File: config.mk
export PLATFORM = sky130hd
export DESIGN_NAME = uart_rx_frame
export DESIGN_NICKNAME = d
export VERILOG_FILES = /design/src/rtl/uart_rx_frame.sv
export SDC_FILE = /design/constraint.sdc
export NUM_CORES = 1
export LEC_CHECK = 0
export BUFFER_PORTS_ARGS = -buffer_cell sky130_fd_sc_hd__buf_4
export CAP_MARGIN = 20
export CORE_MARGIN = 2
export CORE_UTILIZATION = 44
export CTS_BUF_LIST = sky130_fd_sc_hd__clkbuf_16
export CTS_CLUSTER_DIAMETER = 60
export DETAILED_ROUTE_END_ITERATION = 7
export HOLD_SLACK_MARGIN = 0.03
export PLACE_DENSITY = 0.6
export SLEW_MARGIN = 20
export SYNTH_ARGS = -nofsm -noshare
export SYNTH_HDL_FRONTEND = slang
export SYNTH_SLANG_ARGS = --single-unit
File: constraint.sdc
create_clock -name clk -period 2.55 [get_ports clk]
set_input_delay 0.6375 -clock clk [delete_from_list [all_inputs] [get_ports clk]]
set_output_delay 0.6375 -clock clk [all_outputs]
set_load 0.03 [all_outputs]
File: src/rtl/uart_rx_frame.sv
// ============================================================================
// Module  : uart_rx_frame
// Brief   : 8N1 UART receiver with mid-bit sampling and framing-error strobe.
// Revision: 1.0
// ============================================================================
`default_nettype none

module uart_rx_frame #(
    parameter int BAUD_CNT_MAX = 433,
    parameter int HALF_CNT     = BAUD_CNT_MAX / 2
) (
    input  logic       clk,
    input  logic       rst_n,
    input  logic       rx_i,
    output logic [7:0] rx_data_o,
    output logic       rx_flag_o,
    output logic       frame_err_o,
    output logic       busy_o
);

    localparam logic [15:0] BAUD_MAX_C = 16'(BAUD_CNT_MAX);
    localparam logic [15:0] HALF_C     = 16'(HALF_CNT);

    typedef enum logic [3:0] {
        ST_IDLE  = 4'b0001,
        ST_START = 4'b0010,
        ST_DATA  = 4'b0100,
        ST_STOP  = 4'b1000
    } state_t;

    state_t      state_q, state_d;
    logic [15:0] baud_q, baud_d;
    logic [2:0]  bit_q, bit_d;
    logic [7:0]  shreg_q, shreg_d;
    logic [7:0]  rx_data_q, rx_data_d;
    logic        rx_flag_q, rx_flag_d;
    logic        frame_err_q, frame_err_d;
    logic        sync1_q, sync2_q, prev_q;
    logic        fall_edge;

    // Two-flop synchronizer plus one delay flop for edge detection; idle high.
    always_ff @(posedge clk or negedge rst_n) begin
        if (!rst_n) begin
            sync1_q <= 1'b1;
            sync2_q <= 1'b1;
            prev_q  <= 1'b1;
        end else begin
            sync1_q <= rx_i;
            sync2_q <= sync1_q;
            prev_q  <= sync2_q;
        end
    end

    assign fall_edge = prev_q & ~sync2_q;

    always_ff @(posedge clk or negedge rst_n) begin
        if (!rst_n) begin
            state_q     <= ST_IDLE;
            baud_q      <= '0;
            bit_q       <= '0;
            shreg_q     <= '0;
            rx_data_q   <= '0;
            rx_flag_q   <= 1'b0;
            frame_err_q <= 1'b0;
        end else begin
            state_q     <= state_d;
            baud_q      <= baud_d;
            bit_q       <= bit_d;
            shreg_q     <= shreg_d;
            rx_data_q   <= rx_data_d;
            rx_flag_q   <= rx_flag_d;
            frame_err_q <= frame_err_d;
        end
    end

    always_comb begin
        state_d     = state_q;
        baud_d      = baud_q;
        bit_d       = bit_q;
        shreg_d     = shreg_q;
        rx_data_d   = rx_data_q;
        rx_flag_d   = 1'b0;
        frame_err_d = 1'b0;

        case (state_q)
            ST_IDLE: begin
                baud_d = '0;
                if (fall_edge) begin
                    state_d = ST_START;
                end
            end
            ST_START: begin
                baud_d = baud_q + 16'd1;
                if (baud_q == HALF_C) begin
                    // Line back high at the start-bit midpoint: treat as a glitch.
                    state_d = sync2_q ? ST_IDLE : ST_DATA;
                    baud_d  = '0;
                    bit_d   = '0;
                end
            end
            ST_DATA: begin
                if (baud_q == BAUD_MAX_C) begin
                    baud_d  = '0;
                    shreg_d = {sync2_q, shreg_q[7:1]};
                    bit_d   = bit_q + 3'd1;
                    if (bit_q == 3'd7) begin
                        state_d = ST_STOP;
                    end
                end else begin
                    baud_d = baud_q + 16'd1;
                end
            end
            ST_STOP: begin
                if (baud_q == BAUD_MAX_C) begin
                    // Leaving mid-stop-bit lets a directly following start edge be caught.
                    state_d = ST_IDLE;
                    baud_d  = '0;
                    if (sync2_q) begin
                        rx_data_d = shreg_q;
                        rx_flag_d = 1'b1;
                    end else begin
                        frame_err_d = 1'b1;
                    end
                end else begin
                    baud_d = baud_q + 16'd1;
                end
            end
            default: begin
                state_d = ST_IDLE;
                baud_d  = '0;
            end
        endcase
    end

    assign rx_data_o   = rx_data_q;
    assign rx_flag_o   = rx_flag_q;
    assign frame_err_o = frame_err_q;
    assign busy_o      = (state_q != ST_IDLE);

endmodule

`default_nettype wire

==> results of run 1 <==
## stage by stage
step                hold slack (ps)  total power, mW  std cells  setup slack, ps  util [%]
floorplan                       342            0.894        163              749         -
global placement                346            0.943        225              580      49.1
detailed placement              347            0.948        225              469      49.1
CTS                             355             1.69        233              334      53.0
global route                    366             1.74        233              229      53.0
finish                          332             1.67        233              348      53.0
## final cells by class
class | count | area (um2)
flip-flops and latches | 44 | 1110
multi-input cells | 112 | 886
inverters | 4 | 15.0
clock inverters | 3 | 46.3
repair buffers | 13 | 97.6
fillers | 378 | 2070
clock buffers | 5 | 125
well taps | 52 | 65.1
## final timing paths
path / from / endpoint / slack [ps] / depth (start not counted)
max: state_q[0]$_DFFE_PN1P_ / busy_o / 350 / 3
min: rst_n / state_q[2]$_DFFE_PN0P_ / 330 / 1
max reg2reg: baud_q[13]$_DFF_PN0_ / rx_data_o[2]$_DFFE_PN0P_ / 490 / 4
min reg2reg: sync1_q$_DFF_PN1_ / sync2_q$_DFF_PN1_ / 360 / 0
max in group asynchronous: rst_n / sync1_q$_DFF_PN1_ / 1840 / 1
min in group clk: sync1_q$_DFF_PN1_ / sync2_q$_DFF_PN1_ / 360 / 0
## flip-flops by register name (all words and copies together), names as in the netlist
name,flops
rx_data_o,8
frame_err_o,1
baud_q,16
bit_q,3
state_q,4
sync1_q,1
sync2_q,1
rx_flag_o,1
prev_q,1
shreg_q,8
## cell usage after synthesis, types with 2 or more instances
library cell	number	area share (%)
dfrtp_1	40	49
nor2_1	14	2.6
xor2_1	10	4.3
nand2_1	9	1.7
mux2_1	8	4.4
mux2_2	8	4.4
nand4_1	6	1.8
a21oi_1	5	1.2
and3_1	5	1.5
ha_1	5	3.1
dfstp_2	4	5.2
inv_1	4	0.74
nand3_1	4	0.99
nor4b_1	4	1.7
o21ai_0	4	0.99
and4_1	3	1.3
a221o_1	2	0.99
and2_1	2	0.62
nor3_1	2	0.49
or4b_1	2	0.99
xnor2_1	2	0.86
## critical path: stages, from the launching register on
cell and delay, ps:
dfstp_2 570, nor4b_1 410, inv_1 110, buf_4 190
## power by group
| group | switching, mW | leakage, nW | internal [mW] | total, mW |
|---|---|---|---|---|
| combinational | 0.106 | 0.450 | 0.0658 | 0.171 |
| sequential | 0.0324 | 0.600 | 0.730 | 0.762 |
| clock | 0.267 | 0.0804 | 0.465 | 0.732 |
| total | 0.405 | 1.13 | 1.26 | 1.67 |
## layer usage
| layer | global-route usage (%) | wire [um] | vias up |
|---|---|---|---|
| met5 | 0 | 0 | - |
| met4 | 5.66 | 56 | 0 |
| met3 | 4.17 | 116 | 7 |
| met2 | 22.7 | 1590 | 15 |
| met1 | 19.4 | 1620 | 636 |
| li1 | - | - | 625 |
## cells by family (layout without fill, tap and decap cells)
kind of cell               Yosys count  count (layout)
xor gates and xnor gates            12              12
DFF                                 44              44
adders and majority gates            5               5
buffers and inverters                7              25
muxes                               16              16
and+or+nand+nor                     63              63
AOI/OAI and AO/OA                   16              16
==> metrics list, run 1 <==
- Fin nets: 188
- Counting distinct cell types in the post-synthesis netlist gives 41.
- Post-CTS timing repair inserted 0 buffers for setup.
- First DRT Iteration DRCs: 68
- Top library cells by usage in the layout, fill and taps aside: dfrtp_1 (40), nor2_1 (14), buf_4 (13)
* Synth-to-layout area growth: 15.3%
- In this run the mean area of a mapped cell was 12.5 um2.
* Flip-flop and latch count after synthesis: 44
- Path class of the lowest-slack min-delay path: input port to asynchronous set/reset pin
* Max IR drop VDD: 0.424 mV
- Clock buffer depth: 2
- From bottom edge to top edge, the die measures 71.9 um.
- Maximum clock frequency: 0.454 GHz
- In the final layout, the share of cells above drive strength 1 is 23.2%.
- The routed design has 3.38 mm of wire.
- Across every metal layer, demand over resource in global routing totals 14.6%.
* Compound-gate portion of the synthesized area: 5.91%
- Number of antenna cells inserted: 0
- After synthesis the cells add up to 2030 um2.
- Post-synth ARST share: 100%
- At the pin with the least slew margin, the transition time is 768 ps.
* Post-synthesis adder-cell area fraction: 3.08%
- Total congestion overflow after global routing: 0
- Clock tree synthesis found a total of 44 sinks.
* Total nets after synthesis: 171
- At the worst endpoint, the required time is 1910 ps.
* Iteration count of the initial detailed-routing pass: 4
* Crit path capture type: primary output
- Standby leakage power: 1.13 nW
- TritonCTS built the clock tree.
- The tree is rooted in a clkbuf_16.
* Total via count after detailed routing: 1283
* Total power per unit cell area: 711 nW/um2
- The library cell used most frequently in the layout, excluding fill and tap cells, is dfrtp_1.
* First-pass GRT wire length: 5.84 mm
* Core area: 4410 um2
- Final worst clock skew: 5.91 ps
- Setup repair after global routing left no endpoint under its margin.
- Crit path max fanout: 7
* Dominant register cell in the synthesized netlist: dfrtp_1
- HPWL reported at the end of detailed placement: 2.37 mm
* Fin Setup TNS: 0 ps
- Summing all placed instances gives a cell area of 2170 um2.
- After synthesis, flip-flops and latches occupy 54.5% of the total area.
* XOR/XNOR Fraction of Synth Area: 5.18%
- The via count of the first global-routing pass came to 1244.
- Clock latency on the worst-skew pair, taken at its later pin, is 290 ps.
- In the synthesized netlist, mux cells make up 8.87% of the area.
- Min Clock Period, post-route: 2200 ps
- Counting every instance in the synthesized netlist gives 163.
* Total clock buffers created by CTS: 5
* Largest net degree at the start of global routing: 45
* FP Rows: 24
- Clk pin slew, worst setup/hold paths: 60 ps
- Htree depth: 2
- Final setup violation count: 0
- Dividing the detail-routed wire length by the instance count gives 14.5 um.
* Yosys warns: 0
- Max-slew headroom at the worst pin: 48.1%
* Number of cells upsized or downsized after cts: 0
* MaxCap Viol Count: 0
- Worst Setup Start Kind: flip-flop
- 14 I/O pins were placed.
- In the routed layout, each cell is associated on average with a via count of 5.51.
- Post-synth EDFFs: 0
* Final worst-path cycle share: 86.3%
* Placer Congestion: 0.737
* Final slew viol count: 0
- The initial antenna violation count was 0.
* Area of all placed cells without fillers: 2340 um2
- Port buffer count: 13
- Data on the critical path arrives at its endpoint at 1560 ps.
- In the routed design, unresolved DRC markers number 0.
- Initial Utilization: 46.0%
* Endpoints failing hold: 0
- For this design, the CTS-stage hold fixing added 0 buffers.
- The synthesized netlist devotes 20.6% of its cell area to simple gates.
- By area, the combinational part of the netlist is dominated by simple AND/OR/NAND/NOR gates.
- Result of the run: finished clean
- The die covers 5170 um2.
- By startpoint and endpoint, the worst setup path is classified as flip-flop to primary output.
* Horizontal extent of the die: 71.9 um
- Detail Route Antenna Nets: 0
Power figures use the tool's default switching activity.
==> run 2: changes to the inputs <==
MAX_ROUTING_LAYER = met4   (was default)
clock period = 2.72 ns   (was 2.55 ns; I/O delays follow)
==> metrics list, run 2 (synthesized netlist as in run 1, its figures left out) <==
- In this run the post-CTS setup repair buffer count came out at 0.
* Post-DR wirelength/cell: 15.1 um
* Fin nets: 188
* Total power per unit cell area: 624 nW/um2
- Core area: 4410 um2
- Of the total power, the clock network draws 39.3%.
- Sinks on Clock Net: 44
* Port buffer count: 13
- Arr. time, crit path: 1540 ps
- Area of all placed cells without fillers: 2310 um2
* Worst hold stages: 0
- Of all nets on the critical path, the largest fanout is 7.
- Derived from the worst setup path, the maximum achievable clock frequency is 0.451 GHz.
- For this configuration, the core starts out at a cell density of 46.0%.
- Endpoints failing hold: 0
- Aggregate global-route resource usage: 15.8%
* Total congestion overflow after global routing: 0
* Internal power: 1.08 mW
- Setup repair after global routing left no endpoint under its margin.
* Min Clock Period, post-route: 2220 ps
* Fin Setup TNS: 0 ps
* Iteration count of the initial detailed-routing pass: 4
- For this design the top-level I/O count stands at 14.
* Sequential group share of total power: 49.6%
- Result of the run: finished clean
* WL final: 3.52 mm
- Register with the most flip-flops: baud_q
- FP Rows: 24
- Summed over all nets, the switching power comes to 361 uW.
* Final slew viol count: 0
* Synth-to-layout area growth: 13.7%
* First-pass GRT wire length: 6.12 mm
* Final worst clock skew: 4.16 ps
* Reg-to-reg endpoint: rx_data_o[1]$_DFFE_PN0P_
* Die area: 5170 um2
- The via count of the first global-routing pass came to 1301.
- Final setup violation count: 0
* Clk pin slew, worst setup/hold paths: 60 ps
- The count of nets left with antenna violations once routing finished came out at 0.
- Hold repair after CTS inserted 0 buffers.
- Top library cells by usage in the layout, fill and taps aside: dfrtp_1 (40), nor2_1 (14), buf_4 (13)
- First DRT Iteration DRCs: 87
- Clock buffer depth: 2
- Vias/cell: 5.59
- Sw Ratio: 25.1%
- Once placement finished, the instance area stood at 2170 um2.
- Pin slew with the least headroom to its limit: 812 ps
- The filler cells instantiated in the layout total 405.
- HPWL reported at the end of detailed placement: 2.50 mm
* Worst Setup Start Kind: flip-flop
* Total via count after detailed routing: 1303
- STA classifies the critical path endpoint as a primary output.
* Path class of the lowest-slack min-delay path: flip-flop to flip-flop
* Total area of sequential cells: 1110 um2
- Standby leakage power: 1.12 nW
* Number of cells upsized or downsized after cts: 0
* Max-slew headroom at the worst pin: 45.1%
* Total area of multi-input combinational cells: 886 um2
- TritonCTS built the clock tree.
- The worst hold path begins at sync1_q$_DFF_PN1_.
- Leaving out fill and tap cells, the most frequent cell in the layout is dfrtp_1.
- Max IR drop VDD: 0.255 mV
- Register-to-register path setup slack: 660 ps
* Critical path start-end classification: flip-flop to primary output
* Total clock buffers created by CTS: 5
- Worst Path Required: 2040 ps
- Reg2Reg Launch Point: baud_q[12]$_DFF_PN0_
- Final worst-path cycle share: 81.6%
- Tracing the worst setup path back leads to its startpoint at state_q[0]$_DFFE_PN1P_.
* Layout cell share with drive strength beyond 1: 22.7%
* Share of total power in combinational logic: 11.2%
- The congestion estimate from routability-driven global placement came to 0.740.
* Largest net degree at the start of global routing: 45
* Htree depth: 2
* Number of antenna cells inserted: 0
- Post-detailed-route DRC marker count: 0
* Antenna violations before repair: 0
- Clk Latency, worst-skew pair: 280 ps
- Max-cap violations in this run came to 0.
- Max FFs per register: 16
- The floorplan step set the die width to 71.9 um.
* Clk Tree Root Cell: clkbuf_16
* Chip height: 71.9 um
* Min-Delay Endpoint: sync2_q$_DFF_PN1_
- The worst register-to-register path has a depth of 4.
run 2: metal layers:
metal	track usage (%)	routed length (um)
met2	24.1	1670
met5	-	0
met1	20.0	1700
met4	6.71	53
met3	4.31	91
run 2: per-stage QoR:
step / hold WS (ps) / cells / setup slack (ps) / power, mW / utilization, %
2_1_floorplan: 345 / 163 / 877 / 0.839 / -
3_3_place_gp: 346 / 225 / 752 / 0.884 / 49.1
3_5_place_dp: 349 / 225 / 654 / 0.890 / 49.1
4_1_cts: 358 / 233 / 477 / 1.46 / 52.3
5_1_grt: 365 / 233 / 344 / 1.51 / 52.3
6_report: 357 / 233 / 501 / 1.44 / 52.3
run 2: worst max-delay path, cell delays in order, from the launching register on:
cell     delay, ps
dfstp_2        570
nor4b_1        390
inv_1          110
buf_4          190
run 2: power by group through the flow:
stage	registers, mW	logic, mW	clock network, mW
after global routing	0.718	0.183	0.609
after detailed placement	0.726	0.164	0
after floorplan	0.719	0.119	0
final	0.714	0.161	0.566
after CTS	0.714	0.164	0.579
after global placement	0.723	0.162	0
run 2: cell type report:
type,instances,share of cell area (%)
clock buffer,5,5.42
clock inverter,3,0.596
inverter,4,0.650
multi-input combinational,112,38.4
sequential,44,47.9
tap,52,2.82
timing repair buffer,13,4.23
run 2: worst max-delay path by stage:
| stage | to | cells after the start | slack [ps] |
|---|---|---|---|
| 4_1_cts | busy_o | 3 | 480 |
| 6_report | busy_o | 3 | 500 |
| 2_1_floorplan | busy_o | 2 | 880 |
| 3_3_place_gp | rx_data_o[3]$_DFFE_PN0P_ | 4 | 750 |
| 5_1_grt | busy_o | 3 | 340 |
| 3_5_place_dp | rx_data_o[1]$_DFFE_PN0P_ | 4 | 650 |
==> run 3: changes to the inputs <==
PLACE_DENSITY = 0.62   (was 0.6)
clock period = 1.9 ns   (was 2.72 ns; I/O delays follow)
==> metrics list, run 3 (synthesized netlist as in run 1, its figures left out) <==
- Global routing consumed, over all layers together, 16.2% of the routing resources.
- Summing all multi-input logic gate instances after layout gives 921 um2.
- Critical path start-end classification: flip-flop to primary output
- Final worst clock skew: 3.94 ps
- Post-DR wirelength/cell: 15.0 um
* Final critical-path setup slack: 58.0 ps
* Detail Route Antenna Nets: 0
- TritonCTS created 5 clock buffers.
- Max-slew headroom at the worst pin: 62.7%
- The die covers 5170 um2.
- Setup Slack @ Placement: 59.1 ps
* Horizontal extent of the die: 71.9 um
- In the routed design, unresolved DRC markers number 0.
- Vias in the first global route: 1346
- Per report_power, the sequential group accounts for 44.2% of the total.
- Standby leakage power: 1.22 nW
* Number of antenna cells inserted: 0
* Arr. time, crit path: 1370 ps
* Worst Path Buf+Inv: 2
- Share of total power in combinational logic: 14.2%
- In this run, the clock network consumes 41.5% of the power.
- Leading cell type in the layout, fill and taps excluded: dfrtp_1
- The die is 71.9 um tall.
- Clock-pin slew was measured on the worst setup and hold paths at 60 ps.
* Maximum clock frequency: 0.543 GHz
- Max FFs per register: 16
- Number of primary I/O pins: 14
- On the critical path, the stage with the largest delay is an instance of dfstp_2.
- The number of pins with negative max-slew slack in the final report is 0.
- Sinks on Clock Net: 44
- Max-cap violations in this run came to 0.
- The total count of hold-check failures in the final report is 0.
- At the pin with the least slew margin, the transition time is 560 ps.
* Clock buffer depth: 2
- The tree is rooted in a clkbuf_16.
- Clock tree from TritonCTS: yes
- Area of all placed cells without fillers: 2490 um2
* Final worst-path cycle share: 96.9%
* Vias/cell: 5.47
* Antenna violations before repair: 0
* Fin nets: 201
- STA puts the critical path data required time at 1420 ps.
- In this run the standard cell core region covers 4410 um2.
* First DRT Iteration DRCs: 54
- Initial Utilization: 46.0%
* Max IR drop VDD: 0.389 mV
* FP Rows: 24
* Iteration count of the initial detailed-routing pass: 2
- First-pass GRT wire length: 6.20 mm
- After layout, the minimum clock period comes to 1840 ps.
- Total area of sequential cells: 1110 um2
* Total power per unit cell area: 937 nW/um2
- WL final: 3.70 mm
- NetSw: 575 uW
- Counting flops per register, the top entry is baud_q.
- Top library cells by usage in the layout, fill and taps aside: dfrtp_1 (40), buf_4 (24), nor2_1 (14)
- Setup violations remaining at the end of the flow were counted as 0.
* Crit path max fanout: 5
- Counting the fill cells in the layout gives 383.
- Layout cell share with drive strength beyond 1: 29.9%
- The worst hold path belongs to the class input port to asynchronous set/reset pin.
* Port buffer count: 13
- Synth-to-layout area growth: 22.9%
- The run finished with clean final reports.
- Placer Congestion: 0.847
- Top Family by Delay on Critical Path: flip-flops
* Total via count after detailed routing: 1346
- Summed over all nets, the half-perimeter wirelength after detailed placement is 2.54 mm.
- Internal power: 1.76 mW
- Htree depth: 2
- After detailed placement, the total cell area comes to 2280 um2.
- Entering global routing, the biggest net connects 45 pins.
* Crit path capture type: primary output
* Tot Pwr: 2.34 mW
- The total overflow left after global routing is 0.
* Crit path cell chain: nor4b_4 > inv_1 > buf_4
- In this design, the stage delay of the slowest critical-path cell is 580 ps.
- Clock latency on the worst-skew pair, taken at its later pin, is 290 ps.
- Of the total power, the share spent switching nets is 24.6%.
- Worst Setup Start Kind: flip-flop
run 3: layout make-up:
type,count,share of cell area (%)
flip-flops and latches,44,44.3
multi-input cells,112,36.9
repair buffers,26,8.83
clock buffers,5,5.02
well taps,52,2.61
clock inverters,3,1.71
inverters,4,0.602
run 3: what timing repair did:
action	4_1_cts	5_1_grt
hold buffers	0	0
setup buffers	0	1
resized for setup	1	4
hold endpoints to repair	0	0
pin swaps	0	0
endpoints found under the setup margin	1	11
run 3: worst register-to-register path, delay by kind of cell (launching register included):
family                 cells  cell delay (ps)
buffers and inverters      1              130
flip-flops                 1              420
multiplexers               1              330
AND/OR/NAND/NOR            3              800
run 3: power groups by stage:
stage               sequential [mW]  combinational (mW)  clock (mW)
floorplan                      1.03               0.171           0
global placement               1.04               0.290           0
detailed placement             1.04               0.293           0
CTS                            1.03               0.301       0.990
global route                   1.04               0.363        1.03
finish                         1.03               0.333       0.971
run 3: final timing paths:
path                                        start                       end  slack [ps]  depth (start not counted)
max                        state_q[0]$_DFFE_PN1P_                    busy_o          60                          3
min in group clk                             rx_i         sync1_q$_DFF_PN1_         290                          1
min reg2reg                     sync1_q$_DFF_PN1_         sync2_q$_DFF_PN1_         360                          0
min                                         rst_n    state_q[3]$_DFFE_PN0P_         180                          1
max in group asynchronous                   rst_n    shreg_q[1]$_DFFE_PN0P_        1340                          1
max reg2reg                   baud_q[9]$_DFF_PN0_  rx_data_o[0]$_DFFE_PN0P_         100                          5
run 3: per-layer routing:
metal  GRT usage [%]  routed length, um  vias to the layer above
li1                -                  -                      654
met1            19.7               1730                      672
met2            25.3               1790                       13
met3            4.58                105                        7
met4            7.34                 69                        0
met5               -                  0                        -
run 3: metrics by stage:
step	hold WS [ps]	std cells	util (%)	setup TNS, ps
after floorplan	179	163	-	0
after global placement	346	237	51.8	0
after detailed placement	348	237	51.8	0
after CTS	191	245	55.7	0
after global routing	224	246	56.5	-9.67
final	175	246	56.5	0
